===== config.mk =====
export PLATFORM = sky130hd
export DESIGN_NAME = hazard_scheduler
export DESIGN_NICKNAME = d
export VERILOG_FILES = /design/src/rtl/hazard_scheduler.sv
export SDC_FILE = /design/constraint.sdc
export NUM_CORES = 1
export LEC_CHECK = 0
export ABC_AREA = 0
export CELL_PAD_IN_SITES_DETAIL_PLACEMENT = 1
export CELL_PAD_IN_SITES_GLOBAL_PLACEMENT = 2
export CORE_MARGIN = 5
export CORE_UTILIZATION = 38
export DETAILED_ROUTE_END_ITERATION = 16
export DONT_BUFFER_PORTS = 1
export PLACE_DENSITY_LB_ADDON = 0.1
export SYNTH_ARGS = -nofsm -noshare
export SYNTH_HDL_FRONTEND = slang
export SYNTH_SLANG_ARGS = --single-unit
export TNS_END_PERCENT = 50

===== constraint.sdc =====
create_clock -name clk -period 4 [get_ports clk]
set_input_delay 0.4 -clock clk [delete_from_list [all_inputs] [get_ports clk]]
set_output_delay 0.4 -clock clk [all_outputs]
set_load 0.005 [all_outputs]

===== src/rtl/hazard_scheduler.sv =====
`timescale 1ns/1ps
// Pipeline sequencing controller: register scoreboard, in-flight counting,
// ECALL serialisation and post-branch flush window for the decode stage.
module hazard_scheduler #(
  parameter int INFLIGHT_W = 3,
  parameter int FLUSH_LEN  = 2
) (
  input  logic                  clk,
  input  logic                  rst,
  input  logic                  id_valid,
  input  logic [4:0]            id_rs1_addr,
  input  logic [4:0]            id_rs2_addr,
  input  logic                  id_rs1_used,
  input  logic                  id_rs2_used,
  input  logic [4:0]            id_wb_addr,
  input  logic                  id_rf_wen,
  input  logic                  id_is_ecall,
  input  logic                  mem_busy,
  input  logic                  wb_valid,
  input  logic                  wb_rf_wen,
  input  logic [4:0]            wb_addr,
  input  logic                  wb_is_ecall,
  input  logic                  wb_branch_hazard,
  output logic                  stall_flg,
  output logic                  flush,
  output logic [31:0]           pending,
  output logic [INFLIGHT_W-1:0] inflight,
  output logic [1:0]            state
);

  localparam int CNT_W = (FLUSH_LEN > 1) ? $clog2(FLUSH_LEN) : 1;

  typedef enum logic [1:0] {
    ST_RUN    = 2'd0,
    ST_DRAIN  = 2'd1,
    ST_SERIAL = 2'd2,
    ST_FLUSH  = 2'd3
  } state_e;

  state_e                state_q, state_d;
  logic [31:0]           pending_q, pending_d;
  logic [INFLIGHT_W-1:0] inflight_q, inflight_d;
  logic [CNT_W-1:0]      cnt_q, cnt_d;

  logic raw, waw, inflight_full, inflight_zero, issue;

  // Hazards look only at registered scoreboard state; a same-cycle
  // writeback does not release its register until the next cycle.
  assign raw = (id_rs1_used & pending_q[id_rs1_addr]) |
               (id_rs2_used & pending_q[id_rs2_addr]);
  assign waw = id_rf_wen & (id_wb_addr != 5'd0) & pending_q[id_wb_addr];

  assign inflight_full = (inflight_q == {INFLIGHT_W{1'b1}});
  assign inflight_zero = (inflight_q == '0);

  assign flush = ~rst & (wb_branch_hazard | (state_q == ST_FLUSH));

  assign stall_flg = ~rst & ~flush & id_valid &
                     (raw | waw | mem_busy | inflight_full |
                      (state_q != ST_RUN) |
                      (id_is_ecall & ~inflight_zero));

  // Handshake: decode offers an instruction with id_valid; it is accepted
  // (issued) in exactly the cycles where stall_flg and flush are both low.
  assign issue = id_valid & ~stall_flg & ~flush;

  always_comb begin
    state_d    = state_q;
    pending_d  = pending_q;
    inflight_d = inflight_q;
    cnt_d      = cnt_q;

    if (wb_branch_hazard) begin
      state_d    = ST_FLUSH;
      pending_d  = '0;
      inflight_d = '0;
      cnt_d      = CNT_W'(FLUSH_LEN - 1);
    end else begin
      if (wb_valid & wb_rf_wen & (wb_addr != 5'd0))
        pending_d[wb_addr] = 1'b0;
      if (issue & id_rf_wen & (id_wb_addr != 5'd0))
        pending_d[id_wb_addr] = 1'b1;
      pending_d[0] = 1'b0;

      case ({issue, wb_valid})
        2'b10:   if (!inflight_full) inflight_d = inflight_q + INFLIGHT_W'(1);
        2'b01:   if (!inflight_zero) inflight_d = inflight_q - INFLIGHT_W'(1);
        default: inflight_d = inflight_q;
      endcase

      case (state_q)
        ST_RUN: begin
          if (issue & id_is_ecall)
            state_d = ST_SERIAL;
          else if (id_valid & id_is_ecall & ~inflight_zero)
            state_d = ST_DRAIN;
        end
        ST_DRAIN: begin
          if (inflight_zero && (pending_q == '0))
            state_d = ST_RUN;
        end
        ST_SERIAL: begin
          if (wb_valid & wb_is_ecall)
            state_d = ST_RUN;
        end
        ST_FLUSH: begin
          if (cnt_q == '0) state_d = ST_RUN;
          else             cnt_d   = cnt_q - CNT_W'(1);
        end
        default: state_d = ST_RUN;
      endcase
    end
  end

  always_ff @(posedge clk or posedge rst) begin
    if (rst) begin
      state_q    <= ST_RUN;
      pending_q  <= '0;
      inflight_q <= '0;
      cnt_q      <= '0;
    end else begin
      state_q    <= state_d;
      pending_q  <= pending_d;
      inflight_q <= inflight_d;
      cnt_q      <= cnt_d;
    end
  end

  assign pending  = pending_q;
  assign inflight = inflight_q;
  assign state    = state_q;

endmodule


Word-level counts from Yosys, hierarchy flattened
Cells that the tools add are included.
{ "totals": {"ff_bits": 38, "out_inout_bits": 39, "wordCells": 99} }
{ "classes": {"add_sub_neg": 3, "magnitude_cmp": 6, "eq_ne": 12, "mux": 28, "bitwise": 33, "n_reduce_logical": 13} }
{ "ops": {"columns": ["operator", "count"], "rows": [
  ["2-to-1 mux 32 bit", 4],
  ["AND 32 bit", 1],
  ["logical NOT 32 bit", 1],
  ["NOT 32 bit", 1],
  ["OR 32 bit", 1],
  ["< comparator 5 x 6 -> 1 bit (second input constant)", 4],
  ["AND 1 bit", 19],
  ["binary-select mux 1 bit (select 5 bit)", 3],
  ["inequality test 3 bit (second input constant)", 5],
  ["2-to-1 mux 2 bit", 6],
  ["demux 1 bit (select 5 bit)", 2],
  ["greater-or-equal comparator 5 x 1 -> 1 bit (second input constant)", 2],
  ["nonzero test 5 bit", 2],
  ["2-to-1 mux 3 bit", 3],
  ["2-to-1 mux 1 bit", 8],
  ["one-hot mux 2 bit (4 select lines)", 1],
  ["OR 1 bit", 7],
  ["== test 2 bit (second input constant)", 3],
  ["one-hot mux 3 bit (2 select lines)", 1],
  ["== test 2 x 1 -> 1 bit (second input constant)", 2],
  ["inequality test 4 bit (second input constant)", 1],
  ["NOT 1 bit", 4],
  ["AND reduction 4 bit", 1],
  ["nonzero test 2 bit", 2],
  ["9 further kinds", 11]
]} }

Depth between registers and ports, before layout
{ "logic_depth": {"ltp_word": 17, "depth_mapped": 16, "depth_no_buf": 12} }

Worst setup path before layout
No wires, ideal clock.
{ "synth_path": {"path_kind": "input -> register", "start": "input id_rs1_addr[1]", "end": "register inflight_q[2] (netlist: inflight[2])", "setup_ns": 0.120, "t_arrival_ns": 3.287, "required_ns": 3.880, "slack_ns": 0.593, "path_stages": 14, "path_cell_list": "buf_4 > mux4_2 > mux4_2 > mux2i_1 > o32a_2 > a32o_2 > buf_6 > buf_6 > nor2_1 > fa_1 > inv_1 > nand2_1 > mux2_2 > o211a_1"} }
{ "synth_via": {"elab_chain_len": 16, "elab_cells_between_ends": 21} }
{ "synth_rtl": {"columns": ["item", "line", "source"], "rows": [
  ["start: declaration", "11", "input logic [4:0] id_rs1_addr,"],
  ["binary-select mux 1 bit (select 5 bit) (*)", "49", "assign raw = (id_rs1_used & pending_q[id_rs1_addr]) |"],
  ["2-to-1 mux 1 bit (implied by the code) (*)", "49", null],
  ["AND 1 bit (*)", "49", null],
  ["OR 1 bit (*)", "49", null],
  ["OR 1 bit (*) (4 in series)", "59", "(raw | waw | mem_busy | inflight_full |"],
  ["OR 1 bit (*)", "60", "(state_q != ST_RUN) |"],
  ["AND 1 bit (*)", "58", "assign stall_flg = ~rst & ~flush & id_valid &"],
  ["NOT 1 bit (*)", "65", "assign issue = id_valid & ~stall_flg & ~flush;"],
  ["AND 1 bit (*) (2 in series)", "65", null],
  ["== test 2 x 1 -> 1 bit / == test 2 bit (equally long branches)", "85", "case ({issue, wb_valid})"],
  ["inequality test 3 bit (no line) (tied with other cells)", null, null],
  ["AND reduction 3 bit (no line) / 2-to-1 mux 3 bit (equally long branches)", null, null],
  ["end signal: assignment", "124", "inflight_q <= inflight_d;"],
  ["end: declaration", "42", "logic [INFLIGHT_W-1:0] inflight_q, inflight_d;"]
]} }
Every way passes the cells marked *; elsewhere a longest branch is shown, timed or not. The select of a mux whose other input is x is not followed.
A chain may end at the register's enable or synchronous reset.

Worst setup path in the final report
{ "layout_path": {"start": "register pending_q[29] (netlist: pending[29])", "end": "register inflight_q[2] (netlist: inflight[2])"} }
{ "layout_via": {"elab_chain_len": 16, "elab_cells_between_ends": 27} }
{ "layout_rtl": {"columns": ["item", "line", "source"], "rows": [
  ["start: declaration", "41", "logic [31:0] pending_q, pending_d;"],
  ["start signal: assignment", "123", "pending_q <= pending_d;"],
  ["binary-select mux 1 bit (select 5 bit) (on tied branches)", "49, 50", null],
  ["2-to-1 mux 1 bit (on tied branches)", "49, 50", null],
  ["AND 1 bit (on tied branches)", "49, 50", null],
  ["OR 1 bit", "49", null],
  ["OR 1 bit (*) (4 in series)", "59", null],
  ["OR 1 bit (*)", "60", null],
  ["AND 1 bit (*)", "58", null],
  ["NOT 1 bit (*)", "65", null],
  ["AND 1 bit (*) (2 in series)", "65", null],
  ["== test 2 x 1 -> 1 bit / == test 2 bit (equally long branches)", "85", null],
  ["inequality test 3 bit (no line) (tied with other cells)", null, null],
  ["AND reduction 3 bit (no line) / 2-to-1 mux 3 bit (equally long branches)", null, null]
]} }
Marks and branches as above.

==> run metrics <==
result of the run=finished clean; post-synthesis area per instance=9.06 sq um; worst flop-to-flop path endpoint=inflight[2]; fraction of layout cells with a size suffix above 1=0.152; slew of the pin with the lowest slew margin=0.760 ns; average wire per cell in the routed design=26.6 um; Fin Clk Skew=0.0143 ns; antenna-violating nets left=0; main combinational cell family by area after synthesis=simple AND/OR/NAND/NOR gates; Max Clk Rate=317 MHz; worst slew slack as a fraction of its limit=0.493; number of enable flip-flop cells after synthesis=0; global-route wire length before repair=17,600 um; remaining global-route overflow=0; nature of the critical path startpoint=register; cell depth of the worst flop-to-flop path=11; end point of the critical path=inflight[2]; portion of the clock cycle consumed by the worst path in the final layout=0.789; required time at the worst-slack endpoint=4.19 ns; highest ir drop seen on vdd=0.110 mV; count of port buffers added during placement=0; arrival time of the worst setup path=3.35 ns; Adder-Cell Fraction of Synth Area=0.00674; Post-CTS Hold Fix Bufs=0; timing startpoint of the critical path=pending[29]; overall die height=98.4 um; count of yosys warnings during synthesis=0; DIE WIDTH=98.4 um; clock buffer count from CTS=5; leakage power of the design=1.18 nW; via count of the first global-routing pass=2,882; number of cell rows=32; Power Dens Cells=257 nW/um^2; detailed-route vias per instance=6.63; Post-Synth XOR/XNOR Area=0.00295; number of flip-flops and latches in the synthesized netlist=37; all-layer global routing usage=0.230; number of vias in the routed layout=2,763; ys flop type=sky130_fd_sc_hd__dfrtp_1; effective utilization at floorplan=0.387; DRC violation count after routing=0; most common library cell in the layout ignoring fill and taps=sky130_fd_sc_hd__a21oi_1; type of the worst setup path=register to register; Total Nets Final=347; global placer's final weighted congestion=0.845; Place WS=0.852 ns; number of pins exceeding their max-slew limit in the final report=0; Setup TNS Final=0 ns; H-tree levels=2; synthesized instance count=328; clock tree sinks=37; post-route worst setup slack=0.843 ns; buffer count from post-CTS setup fixing=0; Critical Path Sink Type=register; crit path max fanout=6; number of DRC violations after detailed-routing iteration 0=196; final hold viol count=0; async set-reset flop share out of synthesis=1.00; area overhead of the layout relative to synthesis=4.25%; slowest stage cell, crit path=sky130_fd_sc_hd__mux4_2; synthesized area=2970 sq um; clock tree from TritonCTS=done; clk buf depth=2; antenna fix cells=0; Core Area=7690 sq um; proportion of synthesized area in mux cells=0.198; CP most frequent cell=sky130_fd_sc_hd__mux4_2; area fraction in and, or, nand and nor cells after synthesis=0.217; sequential cell area fraction in the yosys report=0.312; final period demand of the worst path=3.16 ns; Skew-Pair Late Insertion Delay=0.31 ns; worst min path class=input pin to asynchronous set/reset pin; Critical Path Max Stage Delay=0.50 ns; max capacitance violation total=0; antenna violations before repair=0; count of distinct cell types in the synthesized netlist=56; Mapped Nets=361; complex-gate fraction of the synthesized area=0.204; number of top-level pins=71; launching point of the worst reg2reg path=pending[29]; HPWL reported at the end of detailed placement=8030 um; Cell Chain, Critical Path=mux4_2 -> mux4_2 -> mux2i_1 -> o32a_2 -> a32o_2 -> nor2_1 -> fa_1 -> inv_1 -> nand2_1 -> mux2_2 -> o211a_1; count of endpoints failing setup in the final report=0; RSZ-0062 raised after global routing=false; cells resized by post-CTS repair=0; flop-to-flop setup slack=0.84 ns; CTS Root Buffer Type=sky130_fd_sc_hd__clkbuf_8; die area=9690 sq um; Clk pin slew, worst setup/hold paths=0.08 ns; largest net degree at the start of global routing=41; Detailed Routing Iterations Pass 1=4; aggregate routed wire length=11,100 um; leading cell types in the layout, fill and taps excluded=sky130_fd_sc_hd__a21oi_1, sky130_fd_sc_hd__dfrtp_1, sky130_fd_sc_hd__o21ai_0
-- kinds of logic after synthesis --
group	Yosys count
DFF	37
xor gates and xnor gates	1
muxes	40
buffers and inverters	36
AOI/OAI and AO/OA	102
other	1
adders and majority gates	1
and+or+nand+nor	110
-- how the worst min path moves through the flow --
stage / from / to / slack [ns] / cells past startpoint
final: rst / state[0] / 0.11 / 2
after global routing: wb_branch_hazard / pending[1] / 0.15 / 1
after CTS: rst / pending[25] / 0.13 / 2
after detailed placement: rst / state[0] / 0.46 / 2
after global placement: rst / cnt_q / 0.46 / 2
after floorplan: cnt_q / cnt_q / 0.46 / 1
-- synthesized netlist by cell type (all sizes together), types with 3 or more instances --
| cell | number | area share |
|---|---|---|
| a21oi | 42 | 0.071 |
| dfrtp | 37 | 0.31 |
| o21ai | 32 | 0.054 |
| nand3 | 22 | 0.037 |
| nand4 | 19 | 0.040 |
| clkbuf | 16 | 0.020 |
| mux2i | 15 | 0.051 |
| mux4 | 14 | 0.11 |
| nor2 | 14 | 0.018 |
| buf | 13 | 0.029 |
| nand2 | 13 | 0.016 |
| mux2 | 11 | 0.042 |
| nor4 | 8 | 0.017 |
| inv | 7 | 0.0088 |
| nand3b | 6 | 0.015 |
| nor2b | 5 | 0.011 |
| nor3b | 5 | 0.016 |
| a31oi | 3 | 0.0063 |
| and3b | 3 | 0.0088 |
| nor3 | 3 | 0.0067 |
| or3b | 3 | 0.0088 |
-- routing by layer --
layer  up-vias  part of all wire  track usage
met3         8             0.067       0.0580
met4         0            0.0090       0.0431
li1       1236                 -            -
met5         -                 0            0
met1      1428              0.47        0.332
met2        91              0.46        0.353
-- through the flow --
step / utilization / hold slack, ns / cells / total power [mW] / instance area [sq um]
after CTS: 0.403 / 0.134 / 417 / 0.803 / 3100
after global routing: 0.403 / 0.146 / 417 / 0.832 / 3100
final: 0.403 / 0.114 / 417 / 0.797 / 3100
after global placement: 0.392 / 0.460 / 409 / 0.530 / 3010
after floorplan: - / 0.464 / 328 / 0.521 / 2970
after detailed placement: 0.392 / 0.460 / 409 / 0.531 / 3010
-- final cells by class --
| class | count | area [sq um] |
|---|---|---|
| Fill cell | 919 | 4590 |
| Multi-Input combinational cell | 255 | 1870 |
| Sequential cell | 37 | 926 |
| Tap cell | 102 | 128 |
| Clock buffer | 5 | 68.8 |
| Timing Repair Buffer | 8 | 60.1 |
| Inverter | 7 | 26.3 |
| Clock inverter | 3 | 17.5 |
-- power by group --
part	switching [mW]	internal (mW)	total, mW
Sequential	0.0189	0.382	0.401
Combinational	0.0699	0.0523	0.122
Clock	0.154	0.121	0.274
-- worst max-delay path, delay by kind of cell, from the launching register on --
kind | cells | cell delay (ns)
adder cells (fa/ha/maj) | 1 | 0.38
flip-flops | 1 | 0.49
AND/OR/NAND/NOR | 2 | 0.11
multiplexers | 4 | 1.40
buffers and inverters | 1 | 0.10
AO/OA/AOI/OAI | 3 | 0.57
-- sequential cells by signal, summed over array words and instances, names as in the netlist --
register	flops
cnt_q	1
inflight	3
pending	31
state	2
(Power assumes the default switching activity.)
